## config.mk

```make
export PLATFORM = sky130hd
export DESIGN_NAME = pc_redirect
export DESIGN_NICKNAME = d
export VERILOG_FILES = /design/src/rtl/pc_redirect.sv
export SDC_FILE = /design/constraint.sdc
export NUM_CORES = 1
export LEC_CHECK = 0
export CAP_MARGIN = 20
export CORE_ASPECT_RATIO = 0.7
export CORE_MARGIN = 2
export CORE_UTILIZATION = 47
export CTS_BUF_LIST = sky130_fd_sc_hd__clkbuf_4 sky130_fd_sc_hd__clkbuf_8 sky130_fd_sc_hd__clkbuf_16
export DETAILED_ROUTE_END_ITERATION = 12
export GPL_TIMING_DRIVEN = 0
export PLACE_DENSITY = 0.85
export SYNTH_ARGS = -nofsm -noshare
export SYNTH_HDL_FRONTEND = slang
export SYNTH_SLANG_ARGS = --single-unit
```

## constraint.sdc

```tcl
create_clock -name clk -period 2.4 [get_ports clk]
set_clock_uncertainty 0.1 [all_clocks]
set_input_delay 0.6 -clock clk [delete_from_list [all_inputs] [get_ports clk]]
set_output_delay 0.6 -clock clk [all_outputs]
set_load 0.01 [all_outputs]
```

## src/rtl/pc_redirect.sv

```systemverilog
// Fetch-PC generator with branch/delay-slot and exception redirect handling.
// Optional macro PC_ALIGN_CHECK_EN enables the fetch address-error flag pc_adel.
module pc_redirect #(
    parameter logic [31:0] RESET_PC    = 32'hBFC00000,
    parameter int          FETCH_BYTES = 8
) (
    input  logic        clk,
    input  logic        resetn,
    input  logic        id_branch_taken,
    input  logic [31:0] id_branch_target,
    input  logic        id_ds_fetched,
    input  logic        exc_valid,
    input  logic [31:0] exc_target,
    input  logic        if_ready,
    output logic [31:0] if_pc,
    output logic        flush_if,
    output logic        redirect_pending,
    output logic        pc_adel,
    output logic [1:0]  state_dbg,
    output logic [31:0] tgt_dbg
);

    // Handshake: if_pc is offered every cycle; the fetch is accepted when
    // if_ready is high at a rising edge, and only then may if_pc advance
    // (exc_valid is the sole redirect that does not wait for if_ready).

    typedef enum logic [1:0] {
        NORMAL  = 2'd0,
        WAIT_DS = 2'd1,
        HOLD    = 2'd2
    } state_t;

    localparam logic [31:0] FB = 32'(FETCH_BYTES);

    state_t      state_q;
    logic [31:0] tgt_q;
    logic [31:0] seq_pc;
    logic        branch_now;

    // Align down to the fetch block, then step one block (wraps mod 2^32).
    assign seq_pc     = (if_pc & ~(FB - 32'd1)) + FB;
    assign branch_now = (state_q == NORMAL) && id_branch_taken;

    always_ff @(posedge clk or negedge resetn) begin
        if (!resetn) begin
            if_pc   <= RESET_PC;
            tgt_q   <= 32'd0;
            state_q <= NORMAL;
        end else if (exc_valid) begin
            if_pc   <= exc_target;
            tgt_q   <= 32'd0;
            state_q <= NORMAL;
        end else begin
            case (state_q)
                NORMAL: begin
                    if (id_branch_taken) begin
                        if (id_ds_fetched) begin
                            if (if_ready) begin
                                if_pc <= id_branch_target;
                            end else begin
                                tgt_q   <= id_branch_target;
                                state_q <= HOLD;
                            end
                        end else begin
                            // Delay slot still to be fetched: step to it first.
                            tgt_q   <= id_branch_target;
                            state_q <= WAIT_DS;
                            if (if_ready) begin
                                if_pc <= seq_pc;
                            end
                        end
                    end else if (if_ready) begin
                        if_pc <= seq_pc;
                    end
                end
                WAIT_DS, HOLD: begin
                    if (if_ready) begin
                        if_pc   <= tgt_q;
                        state_q <= NORMAL;
                    end
                end
                default: begin
                    state_q <= NORMAL;
                end
            endcase
        end
    end

    // The kill must land in the same cycle the redirect is accepted.
    assign flush_if = resetn &&
                      (exc_valid ||
                       (branch_now && id_ds_fetched && if_ready) ||
                       ((state_q == HOLD) && if_ready));

    assign redirect_pending = (state_q != NORMAL);
    assign state_dbg        = state_q;
    assign tgt_dbg          = tgt_q;

`ifdef PC_ALIGN_CHECK_EN
    assign pc_adel = (if_pc[1:0] != 2'b00);
`else
    assign pc_adel = 1'b0;
`endif

endmodule

```

# Word level (Yosys, flattened, before mapping)
# Index checks and enable logic that the tools add are counted.
[totals] ff_bits=66 latch_bits=0 ramBits=0 mem_bits_ro=0 output_inout_bits=69 n_memories=0
[op_classes] add_sub_neg=1 multipliers=0 div=0 magnitude_cmp=0 eq_ne=7 shift=0 muxes=18 bitwise=0 n_reduce_logical=16
[op_table] operator="$mux 32" count=11
[op_table] operator="$pmux 32 s2" count=1
[op_table] operator="$add 32x4->32 const B" count=1
[op_table] operator="$mux 2" count=5
[op_table] operator="$ne 3x3->1 const B" count=3
[op_table] operator="$reduce_and 3->1" count=3
[op_table] operator="$reduce_bool 2->1" count=3
[op_table] operator="$logic_and 1x1->1" count=5
[op_table] operator="$ne 5x5->1 const B" count=1
[op_table] operator="$ne 4x4->1 const B" count=1
[op_table] operator="$pmux 2 s2" count=1
[op_table] operator="$reduce_bool 3->1" count=1
[op_table] operator="$eq 2x1->1 const B" count=1
[op_table] operator="$eq 2x2->1 const B" count=1
[op_table] operator="$logic_not 2->1" count=1
[op_table] operator="$logic_or 1x1->1" count=2
[op_table] operator="$reduce_or 2->1" count=1

# Longest topological paths before layout
# Gate-level depths: netlist of the first run.
[depth] depth_word=7 depth_mapped=9 ltp_nobuf=7

# Worst setup path after synthesis of the first run
# Ideal clock, no wire load.
[synth_timing] kind="input-to-reg" start="input if_ready" end="register if_pc[28]" setup_time_ns=0.083 arrival_time_ns=2.310 required_ns=2.217 slack_ns=-0.093 cell_stages=7 n_path_buf=2 path_cell_list="buf_2 > nand3_1 > or4_1 > clkbuf_1 > nor3_1 > mux2_2 > a221o_1"
[synth_between] elab_chain_len=5 word_cells_on_any_way=8 classes_between="eq/ne (2); mux (5); reduce/logical (1)"
[synth_lines] item="from (decl)" line_no="14" rtl="input logic if_ready,"
[synth_lines] item="$mux 32 (3 in series)"
[synth_lines] item="$pmux 32 s2"
[synth_lines] item="$mux 32"
[synth_lines] item="to (signal assigned)" line_no="50" rtl="if_pc <= exc_target;"
[synth_lines] item="to (signal assigned)" line_no="59" rtl="if_pc <= id_branch_target;"
[synth_lines] item="to (signal assigned)" line_no="69" rtl="if_pc <= seq_pc;"
[synth_lines] item="to (decl)" line_no="15" rtl="output logic [31:0] if_pc,"
# Parallel ways exist; a longest one is shown, timed or not.
# A chain may end at the register's enable or synchronous reset.

# Worst setup path after layout of the first run
[layout_timing] start="register state_q[1], in the netlist state_dbg[1]" end="output redirect_pending"
[layout_between] elab_chain_len=1
[layout_lines] item="from (decl)" line_no="35" rtl="state_t state_q;"
[layout_lines] item="from (signal assigned)" line_no="48" rtl="state_q <= NORMAL;"
[layout_lines] item="from (signal assigned)" line_no="52" rtl="state_q <= NORMAL;"
[layout_lines] item="from (signal assigned)" line_no="62" rtl="state_q <= HOLD;"
[layout_lines] item="$reduce_bool 2->1" line_no="95" rtl="assign redirect_pending = (state_q != NORMAL);"
[layout_lines] item="to (decl)" line_no="17" rtl="output logic redirect_pending,"
# No other way between the ends.

==> metrics.csv, run 1 <==
metric,value,unit
status,"finished, final reports clean",
finish.utilization,72.2,%
synth.area.top_cells,"dfrtp_1 (34%), a22o_1 (6.9%), dfstp_2 (5.6%), nand2_1 (4.4%), a21oi_1 (3.0%)",
cts_buffers,9,
syn_avg_cell_area,8.67,um^2
setup_viol,0,
core,0.00855,mm^2
root_buffer,clkbuf_16,
stdcell_count,756,
multi_input_area,0.00234,mm^2
drv_slew,0,
synth_cell_types,58,
dieArea,0.00969,mm^2
syn_nets,556,
required,1.70,ns
seqCellArea,0.00168,mm^2
ys_seq_area_share,39.7,%
port_buffers,134,
wl_per_cell,22.8,um
antennaDiodeCount,0,
cts_tree,done,
fp.dieW,117,um
dr_total_vias,4935,
grt_pass1_vias,4979,
cp-end-kind,output pin,
wl_met2,7.53,mm
num-fill-cells,679,
power.density,848,mW/mm^2
grt_pass1_wl,26.5,mm
hold_viol_final,0,
wl_met1,6.77,mm
synth_most_common_cell,dfrtp_1,
synth_edf_count,0,
start_util,49.0,%
place.gp.congestion,0.945,
drt.antenna.violating_nets,0,
postRouteWirelength,17.3,mm
grt_use_total,36.0,%
arrival,1.66,ns
worst_pin_slew,0.776,ns
dpl.hpwl,12.1,mm
synth_top_area_cell,dfrtp_1,
area_growth,47.4,%
synth-async-reset-ratio,100,%
num_io_pins,139,
ys_ff_latch,66,
clock_path_buffers,2,
critPathKind,reg2out,
maxCapViolCount,0,
final_layout_size_suffix_gt1_share,14.2,%
synth_warnings,0,
layout.nets,704,
dr.max_layer_used,met4,
placed_cells,737,
p_leak,2.47,nW
firstDrtPassIters,5,
route.detailed.drc,0,
post-place-ws,-1.25,ns
htree_num_levels,3,
synth_cells,483,
clk_pin_slew,0.06,ns
cp_max_fo,4,
max_freq,423,MHz
overflow,0,
clock_sinks,66,
yosys-top-cells-count,"dfrtp_1 (57), nand2_1 (49), a22o_1 (33), nor2_1 (33), clkbuf_1 (29)",
crit_path_start_kind,flop,
wl_met3,2.36,mm
timing.final.crit_share,98.5,%
final.setup.tns,0,ns
synthFlopType,dfrtp_1,
syn-cell-area,0.00419,mm^2
rsz0062_at_grt,yes,
rows,28,
grt_max_degree,68,
max_slew_margin,48.3,%
worstHoldPathType,in2async,
first_iter_violations,507,
clock_latency,0.34,ns
yosysTopAreaCellShare,34.1,%
viasPerCell,6.53,
ir_drop,462,uV
setup_slack,0.0366,ns
antenna_found_initial,0,
die_y,83.0,um
ctsHoldBuffers,0,
period_needed,2.36,ns
==> placed cells by master (no fill, tap or decap), drive strengths merged, types with 11 or more instances in the layout <==
cell           instances
clkdlybuf4s50        131
dfrtp                 57
nand2                 49
clkbuf                45
a22o                  33
nor2                  33
o21ai                 25
a21oi                 25
nor3                  23
inv                   20
buf                   14
a211oi                13
and3                  13
nand3                 13
nand4                 11
==> state kept, by name, summed over array words and instances (netlist names) <==
register,count
if_pc,32
state_dbg,2
tgt_dbg,32
==> metrics by stage <==
stage	power (W)	hold slack (ns)	area [um^2]
3_5_place_dp	0.00371	0.421	5700
5_1_grt	0.00545	0.211	6170
6_report	0.00524	0.151	6170
4_1_cts	0.00509	0.188	6070
2_1_floorplan	0.00268	0.204	4210
3_3_place_gp	0.00365	0.413	5700
==> power by group <==
group	switching [W]	internal (W)
logic	0.00121	0.00103
registers	0.000309	0.00135
clock network	0.000507	0.000840
total	0.00202	0.00321
==> metal layers <==
metal	GRT usage (%)	up-vias
met5	0	-
met4	14.2	0
met3	13.6	70
met2	52.8	395
met1	47.9	2350
li1	-	2120
==> logic make-up (layout without fill, tap and decap cells) <==
family | count (synthesis) | count (layout) | synth area share [%]
DFF | 66 | 66 | 39.7
buffers and inverters | 62 | 215 | 7.02
muxes | 9 | 9 | 2.30
other | 1 | 1 | 0.0896
xor gates and xnor gates | 7 | 7 | 1.46
adders and majority gates | 3 | 3 | 0.897
AOI/OAI and AO/OA | 160 | 160 | 27.7
and+or+nand+nor | 175 | 175 | 20.8
==> area by class of cell <==
class,count,share of cell area [%]
multi-input combinational,355,38.0
timing repair buffer,138,22.1
clock inverter,5,0.872
buffer,41,4.22
tap,120,2.43
clock buffer,11,3.99
sequential,66,27.1
inverter,20,1.22
==> path summary, 6_finish.rpt <==
path,start,to,slack (ns),cells past startpoint
worst max-delay path,state_dbg[1],redirect_pending,0.04,4
worst min-delay path,resetn,tgt_dbg[0],0.15,1
worst max register to register,if_pc[5],if_pc[28],0.08,6
worst min register to register,tgt_dbg[11],tgt_dbg[11],0.44,1
max in group asynchronous,resetn,if_pc[3],1.55,1
min in group clk,tgt_dbg[11],tgt_dbg[11],0.44,1
==> timing repair <==
item | 4_1_cts | 5_1_grt
resized for setup | 34 | 29
pin swaps | 1 | 3
endpoints found under the setup margin | 34 | 26
buffers inserted | 0 | 4
==> worst max-delay path: stages, from the launching register on <==
cell and delay, ns:
dfrtp_1 0.39, inv_2 0.07, ha_4 0.17, inv_1 0.13, clkdlybuf4s50_1 0.56
(Power assumes the default switching activity.)
==> run 2, diff against run 1 <==
--- a/config.mk
+++ b/config.mk
@@ -5,7 +5,7 @@
 export SDC_FILE = /design/constraint.sdc
 export NUM_CORES = 1
 export LEC_CHECK = 0
-export CAP_MARGIN = 20
+export CAP_MARGIN = 15
 export CORE_ASPECT_RATIO = 0.7
 export CORE_MARGIN = 2
 export CORE_UTILIZATION = 47
==> results of run 2 <==
The final DEF is identical to that of run 1; final timing and power are the same.
==> run 3, diff against run 2 <==
--- a/config.mk
+++ b/config.mk
@@ -5,6 +5,7 @@
 export SDC_FILE = /design/constraint.sdc
 export NUM_CORES = 1
 export LEC_CHECK = 0
+export ABC_CLOCK_PERIOD_IN_PS = 2400
 export CAP_MARGIN = 15
 export CORE_ASPECT_RATIO = 0.7
 export CORE_MARGIN = 2
==> results of run 3 <==
The final DEF is identical to that of run 1; final timing and power are the same.
